<file path="src/rtl/dizy_key_sched_pkg.sv">
// Shared constants for the DIZY key scheduler: per-variant sizes, FSM
// encoding and the ceiling-divide helper used to derive round/beat counts.
package dizy_key_sched_pkg;

    localparam int DIZY128_SIZE_STATE = 160;
    localparam int DIZY128_SIZE_KEY   = 128;
    localparam int DIZY80_SIZE_STATE  = 120;
    localparam int DIZY80_SIZE_KEY    = 80;
    localparam int DIZY_SBOX_W        = 5;
    localparam int DIZY_KBITS         = 2;
    localparam int DIZY_BUS_W         = 32;

    typedef enum logic [1:0] {
        ST_EMPTY   = 2'd0,
        ST_LOADING = 2'd1,
        ST_ARMED   = 2'd2
    } state_e;

    function automatic int ceil_div(input int a, input int b);
        return (a + b - 1) / b;
    endfunction

    function automatic int num_sbox(input int size_state, input int sbox_w);
        return size_state / sbox_w;
    endfunction

    function automatic int bits_per_rnd(input int size_state, input int sbox_w, input int kbits);
        return num_sbox(size_state, sbox_w) * kbits;
    endfunction

endpackage

</file>
<file path="src/rtl/dizy_key_sched_if.sv">
// Host/round-controller bus of the key scheduler: serial key load plus
// round-key request/response.
interface dizy_key_sched_if #(
    parameter int BUS_W      = 32,
    parameter int SIZE_STATE = 160
);
    logic                  key_clr;
    logic                  key_valid;
    logic                  key_ready;
    logic [BUS_W-1:0]      key_data;
    logic                  key_loaded;
    logic                  rk_req;
    logic [3:0]            rnd_cnt;
    logic                  rk_valid;
    logic                  rk_err;
    logic [SIZE_STATE-1:0] rk;

    modport master (
        output key_clr, key_valid, key_data, rk_req, rnd_cnt,
        input  key_ready, key_loaded, rk_valid, rk_err, rk
    );

    modport slave (
        input  key_clr, key_valid, key_data, rk_req, rnd_cnt,
        output key_ready, key_loaded, rk_valid, rk_err, rk
    );
endinterface

</file>
<file path="src/rtl/dizy_key_sched_spread.sv">
// Combinational key spreader: selects the round's key slice and places
// KBITS of it at the MSBs of every S-box field, zero elsewhere.
module dizy_key_spread
    import dizy_key_sched_pkg::*;
#(
    parameter int SIZE_STATE = 160,
    parameter int SIZE_KEY   = 128,
    parameter int SBOX_W     = 5,
    parameter int KBITS      = 2
) (
    input  logic [SIZE_KEY-1:0]   i_key,
    input  logic [3:0]            i_rnd,
    output logic [SIZE_STATE-1:0] o_rk
);
    localparam int NUM_SBOX     = num_sbox(SIZE_STATE, SBOX_W);
    localparam int BITS_PER_RND = bits_per_rnd(SIZE_STATE, SBOX_W, KBITS);
    localparam int KEY_RNDS     = ceil_div(SIZE_KEY, BITS_PER_RND);
    localparam int PAD_W        = KEY_RNDS * BITS_PER_RND - SIZE_KEY;

    logic [KEY_RNDS*BITS_PER_RND-1:0] w_key_pad;
    logic [BITS_PER_RND-1:0]          w_slice [KEY_RNDS];
    logic [BITS_PER_RND-1:0]          w_sel;

    // The last slice runs past key[0]; those positions read as zero.
    if (PAD_W == 0) begin : g_nopad
        assign w_key_pad = i_key;
    end else begin : g_pad
        assign w_key_pad = {i_key, {PAD_W{1'b0}}};
    end

    for (genvar r = 0; r < KEY_RNDS; r++) begin : g_slice
        assign w_slice[r] = w_key_pad[KEY_RNDS*BITS_PER_RND-1-r*BITS_PER_RND -: BITS_PER_RND];
    end

    // NOTE: default first so every path assigns w_sel and no latch is inferred.
    always_comb begin
        w_sel = '0;
        for (int r = 0; r < KEY_RNDS; r++) begin
            if (i_rnd == 4'(r)) w_sel = w_slice[r];
        end
    end

    for (genvar j = 0; j < NUM_SBOX; j++) begin : g_field
        if (KBITS == SBOX_W) begin : g_full
            assign o_rk[SBOX_W*(j+1)-1 -: SBOX_W] = w_sel[KBITS*(j+1)-1 -: KBITS];
        end else begin : g_part
            assign o_rk[SBOX_W*(j+1)-1 -: SBOX_W] =
                {w_sel[KBITS*(j+1)-1 -: KBITS], {(SBOX_W-KBITS){1'b0}}};
        end
    end
endmodule

</file>
<file path="src/rtl/dizy_key_sched.sv">
// Sequential DIZY key scheduler: loads the master key serially, then serves
// registered extended round keys one cycle after each request.
module dizy_key_sched
    import dizy_key_sched_pkg::*;
#(
    parameter int SIZE_STATE = DIZY128_SIZE_STATE,
    parameter int SIZE_KEY   = DIZY128_SIZE_KEY,
    parameter int SBOX_W     = DIZY_SBOX_W,
    parameter int KBITS      = DIZY_KBITS,
    parameter int BUS_W      = DIZY_BUS_W
) (
    input  logic            clk,
    input  logic            rst,
    dizy_key_sched_if.slave key_if
);
    localparam int BITS_PER_RND = bits_per_rnd(SIZE_STATE, SBOX_W, KBITS);
    localparam int KEY_RNDS     = ceil_div(SIZE_KEY, BITS_PER_RND);
    localparam int LOAD_BEATS   = ceil_div(SIZE_KEY, BUS_W);
    localparam int CNT_W        = $clog2(LOAD_BEATS + 1);

    if (SIZE_STATE % SBOX_W != 0) begin : g_chk_state
        $error("dizy_key_sched: SIZE_STATE must be a multiple of SBOX_W");
    end
    if (KBITS > SBOX_W) begin : g_chk_kbits
        $error("dizy_key_sched: KBITS must not exceed SBOX_W");
    end
    if (KEY_RNDS > 16) begin : g_chk_rnds
        $error("dizy_key_sched: KEY_RNDS must fit a 4-bit round counter");
    end

    state_e                r_state;
    state_e                w_state_nxt;
    logic [CNT_W-1:0]      r_cnt;
    logic [SIZE_KEY-1:0]   r_key;
    logic [SIZE_STATE-1:0] r_rk;
    logic                  r_rk_valid;
    logic                  r_rk_err;
    logic                  w_key_ready;
    logic                  w_accept;
    logic                  w_serve;
    logic [SIZE_STATE-1:0] w_rk;

    always_ff @(posedge clk) begin
        if (rst) r_state <= ST_EMPTY;
        else     r_state <= w_state_nxt;
    end

    always_comb begin
        w_state_nxt = r_state;
        w_key_ready = (r_state != ST_ARMED) && !key_if.key_clr;
        w_accept    = key_if.key_valid && w_key_ready;
        if (key_if.key_clr) begin
            w_state_nxt = ST_EMPTY;
        end else begin
            unique case (r_state)
                ST_EMPTY:   if (w_accept) w_state_nxt = (LOAD_BEATS == 1) ? ST_ARMED : ST_LOADING;
                ST_LOADING: if (w_accept && r_cnt == CNT_W'(LOAD_BEATS - 1)) w_state_nxt = ST_ARMED;
                ST_ARMED:   w_state_nxt = ST_ARMED;
                default:    w_state_nxt = ST_EMPTY;
            endcase
        end
    end

    // NOTE: state elements use non-blocking assignments so every register samples pre-edge values.
    // Only the low SIZE_KEY bits of the beat stream are kept; excess first-beat bits fall off the top.
    always_ff @(posedge clk) begin
        if (rst || key_if.key_clr) begin
            r_cnt <= '0;
            r_key <= '0;
        end else if (w_accept) begin
            r_cnt <= r_cnt + 1'b1;
            r_key <= SIZE_KEY'({r_key, key_if.key_data});
        end
    end

    dizy_key_spread #(
        .SIZE_STATE (SIZE_STATE),
        .SIZE_KEY   (SIZE_KEY),
        .SBOX_W     (SBOX_W),
        .KBITS      (KBITS)
    ) u_spread (
        .i_key (r_key),
        .i_rnd (key_if.rnd_cnt),
        .o_rk  (w_rk)
    );

    // A clear in the request cycle, or any request before ARMED, yields an error response.
    assign w_serve = (r_state == ST_ARMED) && !key_if.key_clr;

    always_ff @(posedge clk) begin
        if (rst) begin
            r_rk       <= '0;
            r_rk_valid <= 1'b0;
            r_rk_err   <= 1'b0;
        end else begin
            r_rk_valid <= key_if.rk_req;
            r_rk_err   <= key_if.rk_req && !w_serve;
            if (key_if.rk_req) r_rk <= w_serve ? w_rk : '0;
        end
    end

    assign key_if.key_ready  = w_key_ready;
    assign key_if.key_loaded = (r_state == ST_ARMED);
    assign key_if.rk_valid   = r_rk_valid;
    assign key_if.rk_err     = r_rk_err;
    assign key_if.rk         = r_rk;
endmodule

</file>
<file path="src/flat_wrapper.sv">
// flat-port wrapper written by rule: the top's interface ports become plain ports
module dizy_key_sched_flat import dizy_key_sched_pkg::*;
#(
    parameter int SIZE_STATE = DIZY128_SIZE_STATE,
    parameter int SIZE_KEY   = DIZY128_SIZE_KEY,
    parameter int SBOX_W     = DIZY_SBOX_W,
    parameter int KBITS      = DIZY_KBITS,
    parameter int BUS_W      = DIZY_BUS_W
)
  (clk, rst, key_if_key_clr, key_if_key_valid, key_if_key_data, key_if_rk_req, key_if_rnd_cnt, key_if_key_ready, key_if_key_loaded, key_if_rk_valid, key_if_rk_err, key_if_rk);
  dizy_key_sched_if #(.BUS_W(BUS_W), .SIZE_STATE(SIZE_STATE)) key_if_i ();
  input  logic clk;
  input  logic rst;
  input wire logic [$bits(key_if_i.key_clr)-1:0] key_if_key_clr;
  input wire logic [$bits(key_if_i.key_valid)-1:0] key_if_key_valid;
  input wire logic [$bits(key_if_i.key_data)-1:0] key_if_key_data;
  input wire logic [$bits(key_if_i.rk_req)-1:0] key_if_rk_req;
  input wire logic [$bits(key_if_i.rnd_cnt)-1:0] key_if_rnd_cnt;
  output wire logic [$bits(key_if_i.key_ready)-1:0] key_if_key_ready;
  output wire logic [$bits(key_if_i.key_loaded)-1:0] key_if_key_loaded;
  output wire logic [$bits(key_if_i.rk_valid)-1:0] key_if_rk_valid;
  output wire logic [$bits(key_if_i.rk_err)-1:0] key_if_rk_err;
  output wire logic [$bits(key_if_i.rk)-1:0] key_if_rk;
  assign key_if_i.key_clr = key_if_key_clr;
  assign key_if_i.key_valid = key_if_key_valid;
  assign key_if_i.key_data = key_if_key_data;
  assign key_if_i.rk_req = key_if_rk_req;
  assign key_if_i.rnd_cnt = key_if_rnd_cnt;
  assign key_if_key_ready = key_if_i.key_ready;
  assign key_if_key_loaded = key_if_i.key_loaded;
  assign key_if_rk_valid = key_if_i.rk_valid;
  assign key_if_rk_err = key_if_i.rk_err;
  assign key_if_rk = key_if_i.rk;
  dizy_key_sched #(.SIZE_STATE(SIZE_STATE), .SIZE_KEY(SIZE_KEY), .SBOX_W(SBOX_W), .KBITS(KBITS), .BUS_W(BUS_W)) u_core (.clk(clk), .rst(rst), .key_if(key_if_i));
endmodule
</file>
<file path="config.mk">
export PLATFORM = sky130hd
export DESIGN_NAME = dizy_key_sched_flat
export DESIGN_NICKNAME = d
export VERILOG_FILES = /design/src/rtl/dizy_key_sched_pkg.sv /design/src/rtl/dizy_key_sched_if.sv /design/src/rtl/dizy_key_sched_spread.sv /design/src/rtl/dizy_key_sched.sv /design/src/flat_wrapper.sv
export SDC_FILE = /design/constraint.sdc
export NUM_CORES = 1
export LEC_CHECK = 0
export ABC_AREA = 1
export ABC_CLOCK_PERIOD_IN_PS = 1750
export CAP_MARGIN = 25
export CORE_MARGIN = 5
export CORE_UTILIZATION = 39
export DETAILED_ROUTE_END_ITERATION = 7
export DONT_BUFFER_PORTS = 1
export HOLD_SLACK_MARGIN = 0.03
export SKIP_LAST_GASP = 1
export SYNTH_ARGS = -nofsm -noshare
export SYNTH_HDL_FRONTEND = slang
export SYNTH_HIERARCHICAL = 1
export SYNTH_SLANG_ARGS = --single-unit
export TNS_END_PERCENT = 1
</file>
<file path="constraint.sdc">
create_clock -name clk -period 1.75 [get_ports clk]
set_input_delay 0.35 -clock clk [delete_from_list [all_inputs] [get_ports clk]]
set_output_delay 0.35 -clock clk [all_outputs]
set_load 0.02 [all_outputs]
</file>
# == Word level (Yosys, flattened, before mapping) ==
# Cells that the tools add are included.
# op_classes
add_sub_neg,1
n_mul,0
div_mod_pow,0
magnitude_cmp,0
n_eq_ne,7
shift,0
n_mux,6
bitwise,0
reduce_logical,12
# op_table
op,n
$mux 160,1
$mux 64,2
$pmux 2 s3,1
$logic_and 1x1->1,5
$eq 4x1->1 const B,1
$logic_not 4->1,1
$mux 2,2
$ne 2x1->1 const B,2
$add 3x1->3 const B,1
$eq 3x2->1 const B,1
$eq 2x1->1 const B,1
$eq 2x2->1 const B,1
$logic_not 1->1,2
$logic_not 2->1,1
$ne 2x2->1 const B,1
$reduce_and 2->1,1
$reduce_or 2->1,1
$logic_or 1x1->1,1
# totals
register_bits,295
latchBits,0
mem_bits_rw,0
rom_bits,0
input_bits,41
out_inout_bits,164
word_cells,32
memories,0

# == Logic depth before layout (Yosys ltp) ==
# Gate-level depths: netlist of the first run.
# logic_depth
ltp_word,6
ltp_mapped,10
depth_no_buf,9

# == Hierarchy ==
# Netlist of the first run, hierarchy kept.
# modules_own_cells
mod,n_inst,cells_each,area_each_um2
dizy_key_sched,1,1306,10458.8
dizy_key_spread,1,319,1765.4

# == Least setup slack after synthesis of the first run ==
# OpenSTA, ideal clock, no wires.
# synth_timing
path_type,reg2reg
startpoint,register u_core.r_state[0]
endpoint,register u_core.r_key[42]
arrival_time_ns,1.472
setup_slack_ns,0.162
stages_incl_launch_ff,9
path_buffers,2
synth_period_minus_slack_ns,1.588
cell_sequence,dfxtp_1 -> inv_1 -> ha_1 -> nor2_4 -> nand2_4 -> buf_6 -> buf_2 -> o21ai_0 -> nor2_1
# synth_via
elab_chain_cells,3
# synth_rtl
item,line,source
from (decl),dizy_key_sched.sv:31,state_e r_state;
from (signal assigned),dizy_key_sched.sv:45,else r_state <= w_state_nxt;
$ne 2x2->1,dizy_key_sched.sv:50,w_key_ready = (r_state != ST_ARMED) && !key_if.key_clr;
$logic_and 1x1->1,dizy_key_sched.sv:50,
net key_if_key_ready,flat_wrapper.sv:19,output wire logic [$bits(key_if_i.key_ready)-1:0] key_if_key_ready;
$logic_and 1x1->1,dizy_key_sched.sv:51,w_accept = key_if.key_valid && w_key_ready;
to (signal assigned),dizy_key_sched.sv:72,"r_key <= SIZE_KEY'({r_key, key_if.key_data});"
to (decl),dizy_key_sched.sv:34,logic [SIZE_KEY-1:0] r_key;
# The timed path passes the listed nets, and every way through them passes these cells.
# A chain may end at the register's enable or synchronous reset.

# == Worst setup path in the final report of the first run ==
# layout_timing
startpoint,register u_core.r_state[0]
endpoint,output key_if_key_ready
# layout_via
elab_chain_cells,2
# layout_rtl
item,line
$ne 2x2->1,dizy_key_sched.sv:50
$logic_and 1x1->1,dizy_key_sched.sv:50
to (decl),flat_wrapper.sv:19
# Every way passes these cells.

==> flow_metrics.tcl, run 1 <==
set metrics [dict create \
    dp_hpwl_mm 19.9 \
    track_usage_pct 18.3 \
    layout.nets 1729 \
    cp_slowest_cell "dfxtp_2" \
    leakage_nw 5.78 \
    synthToLayoutAreaGrowth_pct 19.4 \
    post-route-util_pct 47.4 \
    ios 205 \
    clk_pin_slew_worst_paths_ps 60 \
    rows 64 \
    nFillCells 3062 \
    grt_max_degree 232 \
    grt_pass1_vias 9736 \
    timing.hold.ws_ps 58.8 \
    layout.cells.non_filler 2104 \
    path_class "register to primary output" \
    synth.area.top_cells "dfxtp_1, o21ai_0, nor2_1, nand2_1, a21oi_1" \
    gp_congestion 0.793 \
    async_flop_share_pct 0 \
    layout_min_cycle_time_ps 1680 \
    wl_per_cell_um 16.1 \
    synth_edf_count 0 \
    post-route-period-util_pct 95.7 \
    synthFlopType "dfxtp_1" \
    cts_buffers 31 \
    path_buf_inv 2 \
    max_freq_mhz 597 \
    dr.first_iter.drc_count 688 \
    worstSetupEndpoint "key_if_key_ready" \
    start_util_pct 39.8 \
    cts-root-buf "clkbuf_16" \
    portBuffers 0 \
    die_area_um2 35000 \
    finalPower_mw 15.6 \
    status "complete, no violations" \
    synth.most_common_cell "dfxtp_1" \
    crit_cells 4 \
    cap_viol_max_count 0 \
    yosysTopAreaCell "dfxtp_1" \
    cts_tree "yes" \
    placed_cells 1910 \
    syn_inst 1625 \
    reg2regPathDepth 7 \
    r2r-start "u_core/r_state[1]" \
    drive_gt1_share_pct 5.86 \
    cp_max_fo 3 \
    hold_viol_final 0 \
    cpPeakStageDelay_ps 340 \
    ys_seq_elements 295 \
    clock-sinks 295 \
    ys_seq_area_share_pct 48.3 \
    peakVddDrop_uv 735 \
    synth_common_cells "dfxtp_1, o21ai_0, nor2_1, nand2_1, a21oi_1" \
    crit_family "flip-flops" \
    worstReg2RegEnd "u_core/r_key[58]" \
    drtPass1Iterations 7 \
    vias 10400 \
    grt_antenna_before_repair 1 \
    netlist_area_um2 12200 \
    die_width_um 187 \
    core_um2 30700 \
    ant_nets 0 \
    insertion_delay_ps 570 \
    cts_buffer_depth 3 \
    critPathCaptureType "primary output" \
    slew_violations 0 \
    worstPathArrival_ps 1330 \
    stdcell_area_um2 14600 \
    worstSetupStartpoint "u_core/r_state[0]" \
    reg2reg_slack_ps 210 \
    rsz0062_at_grt "false" \
    cts_max_level 1 \
    drc 0 \
    synth_cell_type_count 23 \
    setup_viol 0 \
    grt_remaining_overflow 0 \
    crit_chain "inv_2 > ha_4 > nor2_4 > buf_6" \
    finClkSkew_ps 23.6 \
    routed_wl_mm 33.8 \
    cp-start-kind "register" \
    avgSynthCellArea_um2 7.52 \
    p_per_area_nw_per_um2 1070 \
    netlist.area_leader.share_pct 48.3 \
    ys_warn_count 6 \
    avgViaCountPerCell 4.93 \
    die_y_um 187 \
    required_ps 1400 \
    grt_pass1_wl_mm 53.9 \
    worstHoldPathType "input port to register" \
    placed_cell_area_um2 12100 \
]
==> layer usage <==
metal  GRT usage (%)  wire [µm]  up-vias  part of all wire, %
met5               0          0        -                    0
met4            6.20       1140        0                  3.4
met3            4.82       2300       59                  6.8
met2            29.7      15500      253                   46
met1            23.8      14900     4755                   44
li1                -          -     5304                    -
==> registers in the layout, summed over array words and instances (netlist names) <==
register	count
u_core/key_if.rk_valid	1
u_core/r_key	128
u_core/key_if.rk_err	1
u_core/r_state	2
u_core/r_cnt	3
u_core/key_if.rk	160
==> final cells by class <==
cell class,instances,area (µm²),area share (%)
Timing Repair Buffer,163,1780,12.2
Sequential cell,295,5910,40.5
Tap cell,396,495,3.40
Inverter,13,53.8,0.369
Antenna cell,1,2.50,0.0172
Clock inverter,14,155,1.06
Clock buffer,43,921,6.31
Multi-Input combinational cell,1179,5280,36.2
==> placed cells by master (no fill, tap or decap), types with 3 or more instances in the layout <==
cell / instances
a21oi_1: 171
buf_12: 16
buf_4: 12
bufinv_16: 3
clkbuf_16: 31
clkbuf_8: 10
clkinv_2: 8
conb_1: 96
dfxtp_1: 294
dlygate4sd3_1: 133
ha_1: 4
inv_1: 8
inv_2: 3
nand2_1: 239
nand3_1: 128
nor2_1: 244
nor2_4: 6
o21ai_0: 265
o21ai_1: 21
==> cells by family (layout without fill, tap and decap cells) <==
group | after synthesis | count (layout) | share of synthesized area [%]
AO/OA/AOI/OAI | 457 | 457 | 18.7
other | 1 | 97 | 0.0307
adder cells (fa/ha/maj) | 5 | 5 | 0.512
flip-flops | 295 | 295 | 48.3
AND/OR/NAND/NOR | 620 | 620 | 20.7
buffers and inverters | 246 | 233 | 11.7
XOR/XNOR | 1 | 1 | 0.0717
==> worst register-to-register path: stages (launching register included) <==
cell,delay [ps]
dfxtp_1,380
ha_4,180
nor2_4,40
buf_4,130
nand2_4,90
buf_4,370
nand2_1,140
a21oi_1,150
==> power by group <==
group | internal [mW] | switching [mW] | total (mW)
registers | 7.01 | 0.460 | 7.47
logic | 0.532 | 0.721 | 1.25
clock network | 4.10 | 2.76 | 6.86
total | 11.6 | 3.95 | 15.6
==> per-stage QoR <==
step                TNS [ps]  setup WS (ps)
floorplan                  0            162
global placement           0            230
detailed placement         0            181
CTS                    -15.9          -15.9
global route               0           5.72
finish                     0           74.5
==> timing repair <==
item,CTS,global route
gates resized for setup,5,0
endpoints found under the setup margin,2,1
endpoints found under the hold margin,194,0
setup buffers,1,1
pin swaps,2,1
hold buffers,134,0
==> worst min-delay path by stage <==
stage	endpoint	depth (start not counted)	from	slack, ps
after floorplan	u_core/key_if.rk_valid	1	rst	420
after global placement	u_core/key_if.rk_valid	1	rst	420
after detailed placement	u_core/key_if.rk_valid	1	rst	420
after CTS	u_core/key_if.rk[84]	2	key_if_rk_req	30
after global routing	u_core/key_if.rk[3]	2	key_if_rk_req	30
final	u_core/key_if.rk[3]	2	key_if_rk_req	60
Power figures use the tool's default switching activity.
==> run 2, diff against run 1 <==
- DONT_BUFFER_PORTS: 1 -> unset
==> run 2 against run 1 <==
Net effect:
- maximum frequency fell by 13%
- worst setup slack got worse by 260 ps
- largest cell class unchanged
- cell count up 5.4%
- highest routed layer unchanged
- register-to-register slack got worse by 40 ps
- combinational power increased by 52%
- the run now ends with negative setup slack left
==> flow_metrics.tcl, run 2 (synthesized netlist as in run 1, its figures left out) <==
set metrics [dict create \
    finClkSkew_ps 12.8 \
    grt_pass1_wl_mm 54.2 \
    layout.cells.non_filler 2217 \
    leakage_nw 6.10 \
    nFillCells 3016 \
    final_common_cell "dfxtp_1" \
    clk_pin_slew_worst_paths_ps 60 \
    power.switching_mw 4.06 \
    combPwrFrac_pct 11.4 \
    cts_buffer_depth 3 \
    portBuffers 204 \
    start_util_pct 39.8 \
    core_um2 30700 \
    ant_nets 0 \
    cp-start-kind "register" \
    cts_hold_buf 0 \
    layout_setup_ws_ps -186 \
    die_y_um 187 \
    peakVddDrop_uv 678 \
    crit_chain "clkdlybuf4s50_1" \
    routed_wl_mm 32.9 \
    violations "negative setup slack" \
    track_usage_pct 18.3 \
    hold_viol_final 0 \
    slew_violations 0 \
    path_class "register to primary output" \
    max_freq_mhz 516 \
    gp_congestion 0.836 \
    synthToLayoutAreaGrowth_pct 29.6 \
    cts_setup_buffers 0 \
    required_ps 1400 \
    cpPeakStageDelay_ps 680 \
    grt_pass1_vias 10100 \
    worstPathArrival_ps 1590 \
    layout.nets 1843 \
    drc 0 \
    rows 64 \
    wl_per_cell_um 14.9 \
    diodes 0 \
    most-common-layout-cells "dfxtp_1, o21ai_0, nor2_1, nand2_1, clkdlybuf4s50_1" \
    grt_antenna_before_repair 0 \
    cp_max_fo 2 \
    die_area_um2 35000 \
    dp_hpwl_mm 22.4 \
    crit_family "buffers and inverters" \
    path_buf_inv 1 \
    layout_min_cycle_time_ps 1940 \
    setup_viol 160 \
    dr.first_iter.drc_count 675 \
    rsz0062_at_grt "true" \
    cp_slowest_cell "clkdlybuf4s50_1" \
    cap_viol_max_count 0 \
    seqPwrFrac_pct 43.1 \
    pwr-share-clk_pct 45.5 \
    critPathCaptureType "primary output" \
    status "finished with violations" \
    insertion_delay_ps 500 \
    drive_gt1_share_pct 7.63 \
    cts_buffers 35 \
    internal-power_mw 12.6 \
    placed_cells 2156 \
    drtPass1Iterations 5 \
    cts_max_level 2 \
    cts_tree "yes" \
    largest_reg_flops 160 \
    cts-root-buf "clkbuf_16" \
    reg2reg_slack_ps 170 \
    worstHoldPathType "input port to register" \
    p_per_area_nw_per_um2 1050 \
    post-route-period-util_pct 111 \
    vias 10700 \
    grt_max_degree 77 \
    finalPower_mw 16.7 \
    ios 205 \
    clock-sinks 295 \
    avgViaCountPerCell 4.82 \
    die_width_um 187 \
    grt_remaining_overflow 0 \
    switching_share_pct 24.4 \
]
[run 2: cell types whose count changed in the layout (fill, tap and decap cells not counted), moves of 2 or more]
cell / delta
buf_4: +31
buf_12: +11
dlygate4sd3_1: -133
clkbuf_1: +5
dlygate4sd2_1: +2
clkbuf_16: +6
clkinv_2: -4
clkdlybuf4s50_1: +199
[run 2: timing repair]
action                                  in CTS  in global routing
gates resized for setup                      5                  6
endpoints found under the setup margin     164                225
cloned                                       0                  0
[run 2: power by group through the flow]
stage	clock, mW	sequential [mW]	combinational (mW)
floorplan	0	7.52	0.994
global placement	0	7.32	1.89
detailed placement	0	7.33	1.91
CTS	7.76	7.18	1.91
global route	8.01	7.21	2.10
finish	7.57	7.18	1.90
[run 2: worst paths after layout]
path,endpoint,cells after the start,from
worst max register to register,u_core/r_key[87],9,u_core/r_state[0]
worst min-delay path,u_core/key_if.rk[20],2,key_if_rk_req
worst max-delay path,key_if_rk[64],1,u_core/key_if.rk[64]
worst min register to register,u_core/r_key[76],2,u_core/r_key[76]
[run 2: final cells by class]
cell class,instances,area (µm²),share of cell area (%)
inverters,13,53.8,0.340
repair buffers,273,2900,18.3
clock inverters,9,149,0.940
clock buffers,52,1060,6.71
well taps,396,495,3.13
multi-input cells,1179,5280,33.3
flip-flops and latches,295,5910,37.3
[run 2: routing by layer]
layer | up-vias | share of wire, % | track usage (%)
met3 | 51 | 4.9 | 3.64
li1 | 5534 | - | -
met1 | 4868 | 47 | 24.8
met2 | 244 | 46 | 30.0
met4 | 0 | 2.2 | 4.58
met5 | - | 0 | 0
[run 2: stage by stage]
step                      TNS (ps)  util [%]  hold WS (ps)  cell area, µm²  worst slack [ps]
after floorplan                  0         -           422           12600               162
after global placement       -5940      47.5           453           14600              -152
after detailed placement     -6420      47.5           461           14600              -158
after CTS                   -12460      51.5           284           15800              -221
after global routing        -14550      51.5           307           15800              -195
final                        -7540      51.5           296           15800              -186
